==> src/rtl/exec_issue_queue.sv <==
// -----------------------------------------------------------------------------
// exec_issue_queue
//   In-order issue queue between decode and exec_sequencer. Micro-ops wait in a
//   small circular buffer. The head issues only when none of its source
//   registers has a pending write in the register scoreboard. A blocked head
//   holds back every younger entry, so issue stays strictly in order.
//
// Ports
//   clock      : single clock; all state changes on the rising edge
//   reset      : synchronous, active-low reset
//   flush      : synchronous flush; suppresses push/pop, empties the queue
//   in_valid   : decode presents a micro-op
//   in_ready   : queue accepts it (!full && !flush)
//   in_uop     : micro-op payload
//   in_rs1/2   : source register indices of in_uop
//   reg_busy   : one pending-write bit per architectural register
//   out_valid  : head is issuable (!empty && !hazard && !flush)
//   out_ready  : exec_sequencer accepts the head
//   out_uop    : head payload (meaningful only while out_valid=1)
//   count      : occupancy, 0..DEPTH
//   full/empty : count==DEPTH / count==0
// -----------------------------------------------------------------------------
module exec_issue_queue #(
  parameter int UOP_WIDTH      = 64,
  parameter int DEPTH          = 4,
  parameter int REG_ADDR_WIDTH = 5
) (
  input  logic                         clock,
  input  logic                         reset,
  input  logic                         flush,
  input  logic                         in_valid,
  output logic                         in_ready,
  input  logic [UOP_WIDTH-1:0]         in_uop,
  input  logic [REG_ADDR_WIDTH-1:0]    in_rs1,
  input  logic [REG_ADDR_WIDTH-1:0]    in_rs2,
  input  logic [2**REG_ADDR_WIDTH-1:0] reg_busy,
  output logic                         out_valid,
  input  logic                         out_ready,
  output logic [UOP_WIDTH-1:0]         out_uop,
  output logic [$clog2(DEPTH):0]       count,
  output logic                         full,
  output logic                         empty
);

  localparam int PTR_W = $clog2(DEPTH);
  localparam int CNT_W = PTR_W + 1;

  // Entry storage
  logic [UOP_WIDTH-1:0]      uop_q [DEPTH];
  logic [REG_ADDR_WIDTH-1:0] rs1_q [DEPTH];
  logic [REG_ADDR_WIDTH-1:0] rs2_q [DEPTH];

  // Control state
  logic [PTR_W-1:0] wr_ptr_q, wr_ptr_d;
  logic [PTR_W-1:0] rd_ptr_q, rd_ptr_d;
  logic [CNT_W-1:0] count_q,  count_d;

  logic                      push, pop, hazard;
  logic [REG_ADDR_WIDTH-1:0] head_rs1, head_rs2;

  assign full  = (count_q == CNT_W'(DEPTH));
  assign empty = (count_q == '0);
  assign count = count_q;

  // A pop in the same cycle never frees a slot for a push into a full queue,
  // so in_ready does not look at out_ready.
  assign in_ready = !full && !flush;
  assign push     = in_valid && in_ready;

  // Register 0 is hard-wired, so its busy bit never blocks issue.
  assign head_rs1 = rs1_q[rd_ptr_q];
  assign head_rs2 = rs2_q[rd_ptr_q];
  assign hazard   = ((head_rs1 != '0) && reg_busy[head_rs1]) ||
                    ((head_rs2 != '0) && reg_busy[head_rs2]);

  // Head content is only trusted when the queue is non-empty; empty masks any
  // stale entry sitting at the read pointer.
  assign out_valid = !empty && !hazard && !flush;
  assign pop       = out_valid && out_ready;
  assign out_uop   = uop_q[rd_ptr_q];

  // Next-state for pointers and occupancy. Pointers wrap for free because
  // DEPTH is a power of two.
  // NOTE: every signal assigned in always_comb gets a default first, so no
  // path through the block can leave it unassigned and infer a latch.
  always_comb begin
    wr_ptr_d = wr_ptr_q;
    rd_ptr_d = rd_ptr_q;
    count_d  = count_q;
    if (flush) begin
      wr_ptr_d = '0;
      rd_ptr_d = '0;
      count_d  = '0;
    end else begin
      if (push) wr_ptr_d = wr_ptr_q + PTR_W'(1);
      if (pop)  rd_ptr_d = rd_ptr_q + PTR_W'(1);
      unique case ({push, pop})
        2'b10:   count_d = count_q + CNT_W'(1);
        2'b01:   count_d = count_q - CNT_W'(1);
        default: count_d = count_q;
      endcase
    end
  end

  // NOTE: sequential state is updated with non-blocking assignments only, so
  // every register samples the pre-edge values of its neighbours.
  always_ff @(posedge clock) begin
    if (!reset) begin
      wr_ptr_q <= '0;
      rd_ptr_q <= '0;
      count_q  <= '0;
    end else begin
      wr_ptr_q <= wr_ptr_d;
      rd_ptr_q <= rd_ptr_d;
      count_q  <= count_d;
    end
  end

  // NOTE: entry storage carries no reset; the pointers and count decide which
  // entries are live, so resetting the array would only add reset fan-out.
  // A push in a reset cycle lands in a slot that reset has just declared dead.
  always_ff @(posedge clock) begin
    if (push) begin
      uop_q[wr_ptr_q] <= in_uop;
      rs1_q[wr_ptr_q] <= in_rs1;
      rs2_q[wr_ptr_q] <= in_rs2;
    end
  end

endmodule

==> config.mk <==
export PLATFORM = sky130hd
export DESIGN_NAME = exec_issue_queue
export DESIGN_NICKNAME = d
export VERILOG_FILES = /design/src/rtl/exec_issue_queue.sv
export SDC_FILE = /design/constraint.sdc
export NUM_CORES = 1
export LEC_CHECK = 0
export CAP_MARGIN = 20
export CORE_MARGIN = 2
export CORE_UTILIZATION = 25
export CTS_CLUSTER_SIZE = 25
export DETAILED_ROUTE_END_ITERATION = 7
export GPL_ROUTABILITY_DRIVEN = 0
export PLACE_DENSITY_LB_ADDON = 0.3
export SETUP_SLACK_MARGIN = 0.3
export SLEW_MARGIN = 20
export SYNTH_ARGS = -nofsm -noshare
export SYNTH_HDL_FRONTEND = slang
export SYNTH_SLANG_ARGS = --single-unit
==> constraint.sdc <==
create_clock -name clock -period 5.3 [get_ports clock]
set_input_delay 1.06 -clock clock [delete_from_list [all_inputs] [get_ports clock]]
set_output_delay 1.06 -clock clock [all_outputs]
set_load 0.01 [all_outputs]
==> impl_metrics.csv <==
group,metric,value,unit
worst_hold_path,min_path_type,"flop to flop",
global_route,grt_pass1_wl,39210,µm
critical_path,crit_type,"flop to output pin",
final_layout,nets,844,
clock_network,insertion_delay,0.52,ns
global_route,grt_pass1_vias,6275,
detailed_routing,via_per_inst,4.271,
clock_network,htreeDepth,2,
synth,syn_avg_cell_area,22.54,µm²
floorplanning,die_y,221.1,µm
sta,timing.final.crit_period,4.549,ns
sta,worstMarginPinSlew,0.8722,ns
detailed_routing,vias,5800,
critical_path,required,4.24,ns
sta,finalSetupViolations,0,
clock_network,clockBufferDepth,3,
clock_network,ctsResizeCount,0,
floorplanning,die_w,221.1,µm
sta,slew_headroom,41.85,%
clock_network,cts_setup_buffers,0,
sta,drv_slew,0,
clock_network,cts_sinks,305,
synth,synth_fp_nets,640,
final_layout,fin_util,33.24,%
power_and_ir_drop,leakage,4.859,nW
global_route,antenna_found_initial,0,
clock_network,cts_tree,"built",
critical_path,crit_fanout,13,
placement,dpl-instance-area,14390,µm²
clock_network,cts_made_buffers,35,
global_route,grt-ovfl-total,0,
power_and_ir_drop,power.density,339.2,nW/µm²
synth,synth_top_area_cell,"edfxtp_1",
final_layout,area_delta_synth_final,31.27,%
floorplanning,fp.dieArea,48900,µm²
detailed_routing,route.detailed.wl_per_inst,18.73,µm
placement,dp_hpwl,15170,µm
sta,rsz0062_at_grt,"no",
final_layout,design_area,15470,µm²
synth,synth_top_flop_cell,"edfxtp_1",
floorplanning,num_rows,79,
detailed_routing,dr.pass1.iters,4,
synth,netlist_area,11790,µm²
placement,portBuffers,180,
floorplanning,core,46560,µm²
synth,synth_warnings,0,
sta,clock_skew,0.01108,ns
run,maxCapViolCount,0,
synth,ys_seq_area_share,76.93,%
synth,synth_edf_count,296,
outcome,outcome,"completed",
detailed_routing,route.detailed.drc,0,
synth,netlist_top_cells_count,"edfxtp_1, mux4_2, mux2i_1, nor2_1, inv_1",
synth,synth_cell_type_count,43,
global_route,grt_max_degree,41,
floorplanning,num_io_pins,182,
detailed_routing,ant_nets,0,
clock_network,cts.root.buffer_cell,"clkbuf_16",
synth,synth.top_cell.area_share,75.41,%
global_route,grt_use_total,10.47,%
critical_path,endpoint_kind,"output pin",
detailed_routing,drtIter0Drc,488,
critical_path,cp.arrival,3.49,ns
synth,synth_area_leaders,"edfxtp_1, mux4_2, mux2i_1, dfxtp_1, ha_1",
critical_path,cp-start-kind,"flop",
synth,synth_most_common_cell,"edfxtp_1",
floorplanning,start_util,25.32,%
sta,hold_viol,0,
synth,syn_inst,523,
sta,fmax,219.8,MHz
sta,setup_tns,0,ns
clock_network,clk_pin_slew,0.06,ns
final_layout,drive_gt1_share,19.33,%
detailed_routing,routed_wl,25440,µm
synth,synth-seq-cells,305,
synth,async_reset_ff_share,0,%
clock_network,cts_hold_buf,0,
sta,post-route-period-util,85.82,%
power_and_ir_drop,ir_worst_vdd,261.1,µV
==> worst paths after layout <==
kind | from | to | depth (start not counted) | slack [ns]
hold reg to reg | rd_ptr_q[1]$_SDFFE_PP0P_ | flop | 2 | 0.48
setup / recovery | flop | out_valid | 7 | 0.75
hold / removal | rd_ptr_q[1]$_SDFFE_PP0P_ | flop | 2 | 0.48
setup reg to reg | flop | count[2]$_SDFFE_PP0P_ | 13 | 1.53
==> flip-flops by register name (all words and copies together) (netlist names), named ones only <==
register  count
rd_ptr_q      2
count         3
wr_ptr_q      2
uop_q       256
rs1_q        20
rs2_q        20
==> worst max-delay path, stage by stage (launching register included) <==
cell             delay (ns)
dfxtp_4                0.49
mux4_2                 0.74
mux2i_1                0.18
mux2_2                 0.27
a2111o_1               0.43
o211a_1                0.19
and3_1                 0.18
clkdlybuf4s50_1        0.48
==> cell usage in the layout, fill, tap and decap left out, types with 4 or more instances in the layout <==
master	instances
edfxtp_1	296
clkdlybuf4s50_1	180
mux4_2	76
clkbuf_16	37
mux2i_1	31
nor2_1	12
inv_1	10
clkinv_2	9
dfxtp_1	7
clkbuf_1	6
nor2b_1	5
and3_4	5
ha_1	5
nand3_1	4
nand2_1	4
nand4_1	4
a21oi_1	4
clkinv_1	4
buf_12	4
buf_4	4
==> where the power goes <==
group / internal (mW) / total [mW] / switching, mW
clock: 1.37 / 2.28 / 0.917
sequential: 2.68 / 2.69 / 0.00743
combinational: 0.158 / 0.277 / 0.119
total: 4.21 / 5.25 / 1.04
==> metrics by stage <==
| stage | worst slack [ns] | cells | hold WS [ns] | total power, mW |
|---|---|---|---|---|
| final | 0.7514 | 1358 | 0.4755 | 5.248 |
| after CTS | 0.6902 | 1357 | 0.4817 | 5.345 |
| after detailed placement | 1.046 | 1297 | 0.4639 | 3.019 |
| after floorplan | 1.671 | 523 | 0.4489 | 2.839 |
| after global routing | 0.5754 | 1357 | 0.5183 | 5.459 |
| after global placement | 1.061 | 1297 | 0.4633 | 3.016 |
==> layer usage <==
metal  global-route usage [%]  wire, µm
met3                    3.638      1709
met2                    16.74     12090
met4                    3.226       568
met1                    13.37     11070
met5                        0         0
==> layout make-up <==
type                    instances  area (µm²)
diodes                          1       2.502
clock buffers                  43       948.4
clock inverters                17       136.4
fillers                      4450       31080
inverters                      10       37.54
multi-input cells             187        2601
flip-flops and latches        305        9076
well taps                     607       759.5
repair buffers                188        1912
==> logic make-up (layout without fill, tap and decap cells) <==
logic type | Yosys count | count (layout) | synth area share (%)
compound gates | 20 | 20 | 1.284
xor+xnor | 3 | 3 | 0.2229
fa+ha+maj | 6 | 6 | 0.7006
buf+inv | 31 | 258 | 1.168
flops | 305 | 305 | 76.93
mux | 110 | 110 | 17.47
other cells | 0 | 1 | 0
simple gates | 48 | 48 | 2.218
Note: power is estimated with default switching activity, not from simulation.
